**config.mk**
```make
export PLATFORM = sky130hd
export DESIGN_NAME = light_input_conditioner
export DESIGN_NICKNAME = d
export VERILOG_FILES = /design/src/rtl/light_pkg.sv /design/src/rtl/light_input_conditioner_debounce_bit.sv /design/src/rtl/light_input_conditioner.sv
export SDC_FILE = /design/constraint.sdc
export NUM_CORES = 1
export LEC_CHECK = 0
export CAP_MARGIN = 20
export CORE_MARGIN = 3
export CORE_UTILIZATION = 50
export DETAILED_ROUTE_END_ITERATION = 10
export DONT_BUFFER_PORTS = 1
export GPL_ROUTABILITY_DRIVEN = 0
export HOLD_SLACK_MARGIN = 0.06
export SLEW_MARGIN = 20
export SYNTH_ARGS = -nofsm -noshare
export SYNTH_HDL_FRONTEND = slang
export SYNTH_SLANG_ARGS = --single-unit
```
**constraint.sdc**
```tcl
create_clock -name clk -period 3.95 [get_ports clk]
set_clock_uncertainty 0.2 [all_clocks]
set_input_delay 1.185 -clock clk [delete_from_list [all_inputs] [get_ports clk]]
set_output_delay 1.185 -clock clk [all_outputs]
set_load 0.02 [all_outputs]
```
**src/rtl/light_pkg.sv**
```systemverilog
// Shared constants and types for the holiday-lights input front end and pattern engine.
package light_pkg;
  localparam int CLK_HZ          = 100_000_000;
  localparam int DB_CYCLES_DEF   = 2_000_000;   // 20 ms at CLK_HZ
  localparam int SYNC_STAGES_DEF = 2;

  typedef enum logic {DB_STABLE, DB_COUNT} db_state_e;
endpackage

```
**src/rtl/light_input_conditioner_debounce_bit.sv**
```systemverilog
// One input line: synchroniser, debounce FSM and stable register with commit strobes.
module debounce_bit
  import light_pkg::*;
#(
  parameter int DB_CYCLES   = DB_CYCLES_DEF,
  parameter int SYNC_STAGES = SYNC_STAGES_DEF
) (
  input  logic clk,
  input  logic rst,
  input  logic din,
  output logic stable,
  output logic rise,
  output logic fall
);
  localparam int CW = $clog2(DB_CYCLES + 1);

  logic [SYNC_STAGES-1:0] sync;
  logic                   synced;
  logic [CW-1:0]          cnt;
  db_state_e              state;

  assign synced = sync[SYNC_STAGES-1];

  always_ff @(posedge clk or negedge rst) begin
    if (!rst) begin
      sync   <= '0;
      state  <= DB_STABLE;
      cnt    <= '0;
      stable <= 1'b0;
      rise   <= 1'b0;
      fall   <= 1'b0;
    end else begin
      sync <= {sync[SYNC_STAGES-2:0], din};
      rise <= 1'b0;
      fall <= 1'b0;
      case (state)
        DB_STABLE: begin
          cnt <= '0;
          if (synced != stable) begin
            cnt   <= CW'(1);
            state <= DB_COUNT;
          end
        end
        DB_COUNT: begin
          if (synced == stable) begin
            cnt   <= '0;
            state <= DB_STABLE;
          end else if (cnt == CW'(DB_CYCLES - 1)) begin
            // enough consecutive disagreeing samples: commit the new level
            stable <= synced;
            rise   <= synced;
            fall   <= ~synced;
            cnt    <= '0;
            state  <= DB_STABLE;
          end else begin
            cnt <= cnt + CW'(1);
          end
        end
        default: begin
          cnt   <= '0;
          state <= DB_STABLE;
        end
      endcase
    end
  end
endmodule

```
**src/rtl/light_input_conditioner.sv**
```systemverilog
// Debounces the push-button and DIP switches; emits press pulse, run enable toggle and switch change strobe.
module light_input_conditioner
  import light_pkg::*;
#(
  parameter int DB_CYCLES   = DB_CYCLES_DEF,
  parameter int SYNC_STAGES = SYNC_STAGES_DEF
) (
  input  logic       clk,
  input  logic       rst,
  input  logic       button,
  input  logic [2:0] switch,
  output logic       button_level,
  output logic       press_pulse,
  output logic       run_en,
  output logic [2:0] switch_stable,
  output logic       switch_changed
);
  localparam int          NUM_LINES = 4;
  localparam logic [3:0]  SW_MASK   = 4'b1110;  // line 0 is the button

  logic [NUM_LINES-1:0] lines, stab, rise, fall, commit;

  assign lines  = {switch, button};
  assign commit = rise | fall;

  for (genvar i = 0; i < NUM_LINES; i++) begin : g_line
    debounce_bit #(
      .DB_CYCLES  (DB_CYCLES),
      .SYNC_STAGES(SYNC_STAGES)
    ) u_db (
      .clk   (clk),
      .rst   (rst),
      .din   (lines[i]),
      .stable(stab[i]),
      .rise  (rise[i]),
      .fall  (fall[i])
    );
  end

  always_ff @(posedge clk or negedge rst) begin
    if (!rst) begin
      button_level   <= 1'b0;
      press_pulse    <= 1'b0;
      run_en         <= 1'b0;
      switch_stable  <= '0;
      switch_changed <= 1'b0;
    end else begin
      button_level   <= stab[0];
      press_pulse    <= rise[0];
      if (rise[0]) run_en <= ~run_en;
      switch_stable  <= stab[3:1];
      switch_changed <= |(commit & SW_MASK);
    end
  end
endmodule

```
==> results of run 1 <==
[cells in the final DEF (no fill, tap or decap), types with 9 or more instances in the layout]
| cell | instances |
|---|---|
| dfrtp_1 | 114 |
| nor2_1 | 53 |
| xor2_1 | 35 |
| nand3_1 | 33 |
| a21oi_1 | 32 |
| nand2_1 | 26 |
| nand4_1 | 25 |
| o21ai_0 | 22 |
| or3_1 | 21 |
| clkbuf_16 | 16 |
| xnor2_1 | 15 |
| inv_1 | 12 |
| o31ai_1 | 11 |
| or4_1 | 11 |
| nor4_1 | 9 |
[flip-flops by register name, summed over array words and instances, names as in the netlist]
| register | count |
|---|---|
| switch_changed | 1 |
| g_line.u_db.stable | 4 |
| switch_stable | 3 |
| g_line.u_db.cnt | 84 |
| button_level | 1 |
| g_line.u_db.fall | 3 |
| run_en | 1 |
| g_line.u_db.state | 4 |
| press_pulse | 1 |
| g_line.u_db.sync | 8 |
| g_line.u_db.rise | 4 |
[cell type report]
| type | count | area [um^2] | area share (%) |
|---|---|---|---|
| Inverter | 12 | 45.0 | 0.761 |
| Timing Repair Buffer | 3 | 22.5 | 0.381 |
| Tap cell | 133 | 166 | 2.81 |
| Sequential cell | 114 | 2850 | 48.2 |
| Clock buffer | 22 | 473 | 7.99 |
| Clock inverter | 10 | 130 | 2.20 |
| Multi-Input combinational cell | 362 | 2230 | 37.6 |
[per-layer routing]
layer / global-route usage (%) / vias up / part of all wire (%)
met1: 25.3 / 1816 / 49
li1: - / 1828 / -
met4: 9.83 / 2 / 2.0
met2: 27.7 / 53 / 45
met5: 0 / - / 0.13
met3: 6.09 / 22 / 4.0
[cell usage after synthesis, types with 2 or more instances]
cell type	count	area, um^2
nor4b_1	6	52.6
nand2b_1	4	25.0
xnor2_1	15	131
nor2_1	53	199
o31ai_1	11	82.6
and3_1	8	50.1
ha_1	4	50.1
and4_1	8	70.1
buf_2	5	25.0
xor2_1	35	307
or3_1	21	131
nand2_1	26	97.6
inv_1	12	45.0
dfrtp_1	114	2850
o21bai_1	5	37.5
or4_1	11	82.6
nand4_1	25	156
and2_1	8	50.1
o22ai_1	2	12.5
nor3_1	8	40.0
o21ai_0	22	110
nor4bb_1	3	30.0
nand3_1	33	165
a21oi_1	32	160
nor4_1	9	56.3
clkbuf_1	13	48.8
mux2_2	4	45.0
[cells by family after synthesis]
logic type / after synthesis / synth area share (%)
AO/OA/AOI/OAI: 74 / 8.13
XOR/XNOR: 50 / 8.42
adder cells (fa/ha/maj): 4 / 0.962
buffers and inverters: 31 / 2.36
flip-flops: 114 / 54.8
multiplexers: 4 / 0.866
AND/OR/NAND/NOR: 230 / 24.4
[per-stage QoR]
stage                     util, %  hold slack (ns)  cell area (um^2)  power [W]
after global placement       53.4            0.136              5310    0.00127
final                        59.4            0.146              5920    0.00279
after CTS                    59.4            0.130              5920    0.00282
after floorplan                 -            0.131              5200    0.00126
after global routing         59.4            0.121              5920    0.00289
after detailed placement     53.4            0.135              5310    0.00127
[final timing paths]
check,startpoint,endpoint,slack (ns),depth (start not counted)
setup / recovery,g_line[0].u_db.cnt[2],g_line[0].u_db.cnt[19],1.49,5
hold / removal,rst,g_line[2].u_db.cnt[4],0.15,0
setup reg to reg,g_line[0].u_db.cnt[2],g_line[0].u_db.cnt[19],1.49,5
hold reg to reg,g_line[3].u_db.sync[0],g_line[3].u_db.sync[1],0.15,0
max in group asynchronous,rst,g_line[0].u_db.cnt[8],3.28,0
min in group clk,g_line[3].u_db.sync[0],g_line[3].u_db.sync[1],0.15,0
[critical path, delay by kind of cell, from the launching register on]
| family | cells | cell delay [ns] |
|---|---|---|
| and+or+nand+nor | 2 | 0.79 |
| AOI/OAI and AO/OA | 2 | 0.64 |
| DFF | 1 | 0.41 |
| buffers and inverters | 1 | 0.30 |
[power by group through the flow]
stage          logic (W)  registers (W)  clock network [W]
3_3_place_gp   0.0000552        0.00122                  0
2_1_floorplan  0.0000433        0.00122                  0
4_1_cts        0.0000564        0.00120            0.00157
3_5_place_dp   0.0000556        0.00122                  0
6_report       0.0000553        0.00120            0.00154
5_1_grt        0.0000640        0.00120            0.00163
==> metrics, run 1 <==
synth warn=0; Core ar.=9950 um^2; Post-synth EDFFs=0; Routed WL=9790 um; port bufs=0; Hold Vio Cnt, Final=0; worst hold path class=input pin to async pin; max-slew violation count=0; vias in the first global route=3613; classification of the worst setup path=register to register; crit end category=register; fin nets=520; Critical Path Max Stage Delay=0.58 ns; largest net degree at the start of global routing=115; P_int=0.00223 W; HPWL after DPL=6110 um; Slew headroom=48.7%; FMAX=406 MHz; Comb pwr share=2.0%; vias=3721; Worst VDD drop=0.480 mV; Setup TNS=0 ns; TritonCTS Buffers=17; fillers=862; first-pass GRT wire length=17100 um; initial antenna violation count=1; CTS tree=done; register area share after synthesis=54.8%; final worst-path setup slack=1.49 ns; net count after synthesis=517; cts hold-fix bufs=0; Worst-Margin Slew=0.768 ns; DR WL/cell=14.9 um; Vias/cell=5.67; Initial Utilization=52.2%; Worst-path clk slew=0.06 ns; CTS Root Cell=clkbuf_8; Crit path required time=4.15 ns; Die Width=108 um; ys async rst share=100%; leak pwr=2.40 nW; net load switching power=0.000566 W; sequential power share=42.9%; WP data arrival=2.66 ns; Clock Path Buffers=2; TritonCTS Sinks=114; Detailed Route Iter0 Violations=185; Final Cycle Share=62.3%; Pwr Density=472 nW/um^2; Gate Count Post-Synth=507; CP Max Fanout=13; ANT nets after route=0; htree depth=4; crit-path cells=and4_1, nand4_1, o21bai_1, buf_4, a21oi_1; Unique masters post-synth=37; ys flop type=dfrtp_1; Syn Area/Cell=10.3 um^2; setup violators final=0; io pins=13; Setup Buffers After CTS=0; global route total overflow=0; gr usage total=18.9%; dpl cells=624; type of origin of the critical path=register; RSZ-0062 raised after global routing=false; die height=108 um; FP Rows=36; post-route minimum period=2.46 ns; Post-Syn Area=5200 um^2; DP Worst Slack=1.50 ns; Inserted Diodes=0; length of the first detailed-routing pass in iterations=4; Max Cap Violations=0; DIE AREA=11700 um^2; clk_lat worst skew=0.52 ns; Crit-path slowest cell=o21bai_1; share of power burned in the clock network=55.1%; outcome=finished, final reports clean; Sw Share=20.3%; P&R area growth vs syn=13.7%; residual DRC count=0; Synth Register Bits=114; Layout Cells excl Fill=656; Resized Gates After CTS=0; share of layout cells above drive strength 1=8.41%
(Power assumes the default switching activity.)
==> run 2: changes to the inputs <==
- clock period: 3.95 -> 2.3 ns (I/O delays scaled with it)
==> run 2 against run 1 <==
  * Sequential power is 72% higher
  * Largest cell class unchanged
  * Via count grew 1.9%
  * The run now ends with hold timing left
  * Critical path type unchanged
  * Power increased by 81%
  * Largest power group unchanged
  * Non-clock buffer count rose by 18
  * Flip-flop and latch count is the same
==> metrics, run 2 (synthesis gave the netlist of run 1 again) <==
global route total overflow=0; commonest cells after routing, fill and taps aside=114 x dfrtp_1, 53 x nor2_1, 35 x xor2_1; violated checks=hold timing; Largest regs=g_line.u_db.cnt: 84 flops, g_line.u_db.sync: 8 flops; leak pwr=2.50 nW; Slew headroom=70.2%; initial antenna violation count=0; Critical Path Max Stage Delay=0.42 ns; dpl cells=638; htree depth=4; Worst VDD drop=0.843 mV; CTS tree=done; vias in the first global route=3888; crit end category=register; RSZ-0062 raised after global routing=false; P&R area growth vs syn=17.8%; HPWL after DPL=6120 um; max-slew violation count=0; post-route minimum period=2.14 ns; Layout Cells excl Fill=673; FP Rows=36; Vias/cell=5.64; Worst-path clk slew=0.06 ns; Max Cap Violations=0; Top delay family on crit path=simple AND/OR/NAND/NOR gates; Core ar.=9950 um^2; first-pass GRT wire length=18000 um; die height=108 um; Initial Utilization=52.2%; cts hold-fix bufs=4; classification of the worst setup path=register to register; Detailed Route Iter0 Violations=201; setup violators final=0; CTS Root Cell=clkbuf_8; Pwr Density=824 nW/um^2; Final Cycle Share=93.0%; WP data arrival=2.38 ns; fin nets=538; Die Width=108 um; worst hold path class=input pin to async pin; share of layout cells above drive strength 1=11.3%; fillers=816; CP Max Fanout=6; type of origin of the critical path=register; Worst path most repeated cell=or3_1; crit-path cells=ha_1, nand2_1, or3_1, buf_4, or3_1, a21oi_1; DR WL/cell=14.7 um; Crit path required time=2.54 ns; worst-case hold slack=-0.333 ns; port bufs=0; TritonCTS Sinks=114; residual DRC count=0; Crit-path slowest cell=or3_1; Worst-Margin Slew=0.443 ns; Setup TNS=0 ns; TritonCTS Buffers=17; outcome=complete, but fails checks; largest net degree at the start of global routing=115; Inserted Diodes=0; Clock Path Buffers=2; commonest non-fill, non-tap cell in the layout=dfrtp_1; vias=3793; WP buf/inv=1; io pins=13; Hold Vio Cnt, Final=114; Largest register FFs=84; FMAX=467 MHz; DIE AREA=11700 um^2; gr usage total=19.5%; length of the first detailed-routing pass in iterations=4; Most flops, register=g_line.u_db.cnt; Routed WL=9900 um; ANT nets after route=0; clk_lat worst skew=0.52 ns
run 2: cell types whose count changed in the layout (fill, tap and decap cells not counted):
| cell | before | now |
|---|---|---|
| buf_4 | 3 | 17 |
| dlygate4sd3_1 | 0 | 4 |
| clkinv_2 | 5 | 2 |
| bufinv_16 | 3 | 5 |
| nor3_1 | 8 | 6 |
| nor3_2 | 0 | 2 |
| clkbuf_1 | 1 | 0 |
| clkbuf_8 | 5 | 6 |
| or4_1 | 11 | 10 |
| or4_4 | 1 | 2 |
run 2: worst paths after layout:
check | endpoint | start | cells after the start | slack (ns)
max | g_line[3].u_db.cnt[20] | g_line[3].u_db.cnt[0] | 6 | 0.16
min | g_line[2].u_db.cnt[16] | rst | 0 | -0.33
max reg2reg | g_line[3].u_db.cnt[20] | g_line[3].u_db.cnt[0] | 6 | 0.16
min reg2reg | g_line[1].u_db.sync[1] | g_line[1].u_db.sync[0] | 0 | 0.15
max in group asynchronous | g_line[0].u_db.cnt[13] | rst | 0 | 2.10
min in group clk | g_line[1].u_db.sync[1] | g_line[1].u_db.sync[0] | 0 | 0.15
run 2: power breakdown:
group	internal, W	total [W]	switching, W
Combinational	0.0000427	0.000110	0.0000675
Sequential	0.00204	0.00206	0.0000229
Clock	0.00200	0.00288	0.000877
Total	0.00408	0.00505	0.000967
run 2: timing repair:
action	4_1_cts	5_1_grt
resized for setup	0	3
setup buffers	0	0
endpoints found under the setup margin	0	3
endpoints found under the hold margin	118	114
run 2: worst register-to-register path, stage by stage, from the launching register on:
cell and delay, ns:
dfrtp_1 0.38, ha_1 0.25, nand2_1 0.17, or3_1 0.42, buf_4 0.17, or3_1 0.34
a21oi_1 0.14
run 2: layout make-up:
class	count	area [um^2]	area share, %
timing repair buffer	21	168	2.74
tap	133	166	2.71
clock buffer	22	483	7.88
sequential	114	2850	46.5
clock inverter	9	175	2.86
inverter	12	45.0	0.735
multi-input combinational	362	2240	36.5
run 2: per-layer routing:
metal,routed length [um],track usage (%)
met1,4880,26.6
met2,4460,29.6
met3,416,6.21
met4,145,7.12
met5,0,0
run 2: through the flow:
| step | util, % | power, W | hold WS [ns] | setup WS [ns] | area (um^2) |
|---|---|---|---|---|---|
| 6_report | 61.6 | 0.00505 | -0.333 | 0.161 | 6130 |
| 5_1_grt | 61.6 | 0.00523 | -0.366 | 0.0361 | 6130 |
| 4_1_cts | 61.4 | 0.00511 | -0.357 | 0.110 | 6120 |
| 3_5_place_dp | 54.4 | 0.00220 | 0.135 | 0.124 | 5420 |
| 3_3_place_gp | 54.4 | 0.00219 | 0.133 | 0.176 | 5420 |
| 2_1_floorplan | - | 0.00216 | 0.131 | 0.217 | 5200 |
==> run 3: changes to the inputs <==
- clock period: 2.3 -> 2 ns (I/O delays scaled with it)
==> run 3 against run 2 <==
  * Sequential share of layout area is 1.4 points lower
  * Hold slack worse by 0.093 ns
  * Non-clock buffer count is 33 higher
  * Count of clock-buffer cells in the layout stayed put
  * Critical path type unchanged
  * The flow still finishes with violations (hold timing)
  * Die area stayed put
  * Combinational power is 31% higher
  * Critical path depth is 2 lower
  * Register-to-register slack worse by 0.12 ns
==> metrics, run 3 (synthesis gave the netlist of run 1 again) <==
Worst path most repeated cell=or4_4; clk_lat worst skew=0.52 ns; max-slew violation count=0; HPWL after DPL=6640 um; commonest non-fill, non-tap cell in the layout=dfrtp_1; residual DRC count=0; io pins=13; share of layout cells above drive strength 1=17.6%; Routed WL=10100 um; Most flops, register=g_line.u_db.cnt; net load switching power=0.00112 W; Inserted Diodes=0; Largest regs=g_line.u_db.cnt: 84 flops, g_line.u_db.sync: 8 flops; Worst R2R Setup Slack=0.04 ns; leak pwr=2.62 nW; Worst-Margin Slew=0.480 ns; Comb pwr share=2.7%; Die Width=108 um; Max Cap Violations=0; type of origin of the critical path=register; first-pass GRT wire length=18100 um; htree depth=4; crit end category=register; TritonCTS Sinks=114; port bufs=0; Pwr Density=832 nW/um^2; fin nets=571; Vias/cell=5.51; vias=3891; largest net degree at the start of global routing=115; length of the first detailed-routing pass in iterations=6; commonest cells after routing, fill and taps aside=114 x dfrtp_1, 53 x nor2_1, 48 x buf_4; Crit path required time=2.25 ns; RSZ-0062 raised after global routing=true; FP Rows=36; Worst VDD drop=0.579 mV; RR Startpoint=g_line[1].u_db.cnt[11]; crit-path cells=nand2_1, or4_4, or4_4, a21oi_2; Sw Share=21.4%; Hold Vio Cnt, Final=114; P_int=0.00413 W; outcome=complete, but fails checks; Reg2Reg Capture Point=g_line[1].u_db.cnt[19]; CTS tree=done; worst-case hold slack=-0.427 ns; violated checks=hold timing; sequential power share=45.0%; gr usage total=19.9%; Setup TNS=0 ns; Initial Utilization=52.2%; post-route minimum period=1.96 ns; FMAX=511 MHz; FF-to-FF path depth=4; DIE AREA=11700 um^2; die height=108 um; classification of the worst setup path=register to register; Largest register FFs=84; setup violators final=0; Critical Path Max Stage Delay=0.56 ns; Core ar.=9950 um^2; initial antenna violation count=0; Slew headroom=67.7%; CTS Root Cell=clkbuf_8; Clock Path Buffers=2; share of power burned in the clock network=52.3%; ANT nets after route=0; global route total overflow=0; DR WL/cell=14.3 um; cts hold-fix bufs=4; Crit-path slowest cell=or4_4; Final Cycle Share=97.9%; WP data arrival=2.21 ns; TritonCTS Buffers=17; vias in the first global route=3925; Worst-path clk slew=0.06 ns; P&R area growth vs syn=21.4%; CP Max Fanout=6; Detailed Route Iter0 Violations=170; worst hold path class=input pin to async pin
==> run 3: cell count changes in the layout (fill, tap and decap cells not counted), moves of 2 or more <==
cell       before  now
or3_4           0    2
buf_4          17   48
clkinv_2        2    4
clkbuf_8        6    4
clkinv_4        0    2
or3_1          21   19
bufinv_16       5    1
buf_6           0    2
clkbuf_1        0    2
==> run 3: worst max-delay path by stage <==
stage	startpoint	end	cells past startpoint
floorplan	g_line[1].u_db.cnt[6]	g_line[1].u_db.cnt[19]	5
global placement	g_line[1].u_db.cnt[9]	g_line[1].u_db.cnt[19]	4
detailed placement	g_line[1].u_db.cnt[9]	g_line[1].u_db.cnt[19]	4
CTS	g_line[1].u_db.cnt[1]	g_line[1].u_db.stable	5
global route	g_line[1].u_db.cnt[11]	g_line[1].u_db.cnt[19]	4
finish	g_line[1].u_db.cnt[11]	g_line[1].u_db.cnt[19]	4
==> run 3: per-stage QoR <==
| stage | utilization (%) | cells | power (W) | area, um^2 | worst slack, ns |
|---|---|---|---|---|---|
| final | 63.4 | 706 | 0.00526 | 6320 | 0.0420 |
| after CTS | 62.7 | 702 | 0.00532 | 6240 | 0.0142 |
| after global routing | 63.4 | 706 | 0.00546 | 6320 | -0.0163 |
| after detailed placement | 56.8 | 667 | 0.00254 | 5650 | -0.0446 |
| after global placement | 56.8 | 667 | 0.00254 | 5650 | 0.00224 |
| after floorplan | - | 507 | 0.00249 | 5220 | -0.0467 |
==> run 3: critical path: cells and delay by family (launching register included) <==
family,cells,cell delay [ns]
compound gates,1,0.13
flops,1,0.41
simple gates,3,1.16
==> run 3: cell type report <==
class	instances	area, um^2
clock buffer	22	463
clock inverter	9	82.6
fill	818	3640
inverter	12	45.0
multi-input combinational	362	2280
sequential	114	2850
tap	133	166
timing repair buffer	54	423
==> run 3: repair_timing <==
item                                    in CTS  in global routing
hold endpoints to repair                   118                114
endpoints found under the setup margin       2                 19
gates resized for setup                      1                 10
setup buffers                                0                  4
pin swaps                                    0                  7
==> run 3: routing by layer <==
layer	vias to the layer above	GRT usage (%)	part of all wire (%)
li1	1931	-	-
met1	1890	26.9	49
met2	56	29.6	44
met3	14	5.73	4.2
met4	0	9.83	1.9
met5	-	0	0
==> run 3: power groups by stage <==
stage	logic, W	clock network, W	registers [W]
after floorplan	0.0000879	0	0.00240
final	0.000144	0.00275	0.00236
after detailed placement	0.000135	0	0.00240
after global placement	0.000134	0	0.00240
after CTS	0.000143	0.00282	0.00236
after global routing	0.000163	0.00292	0.00237
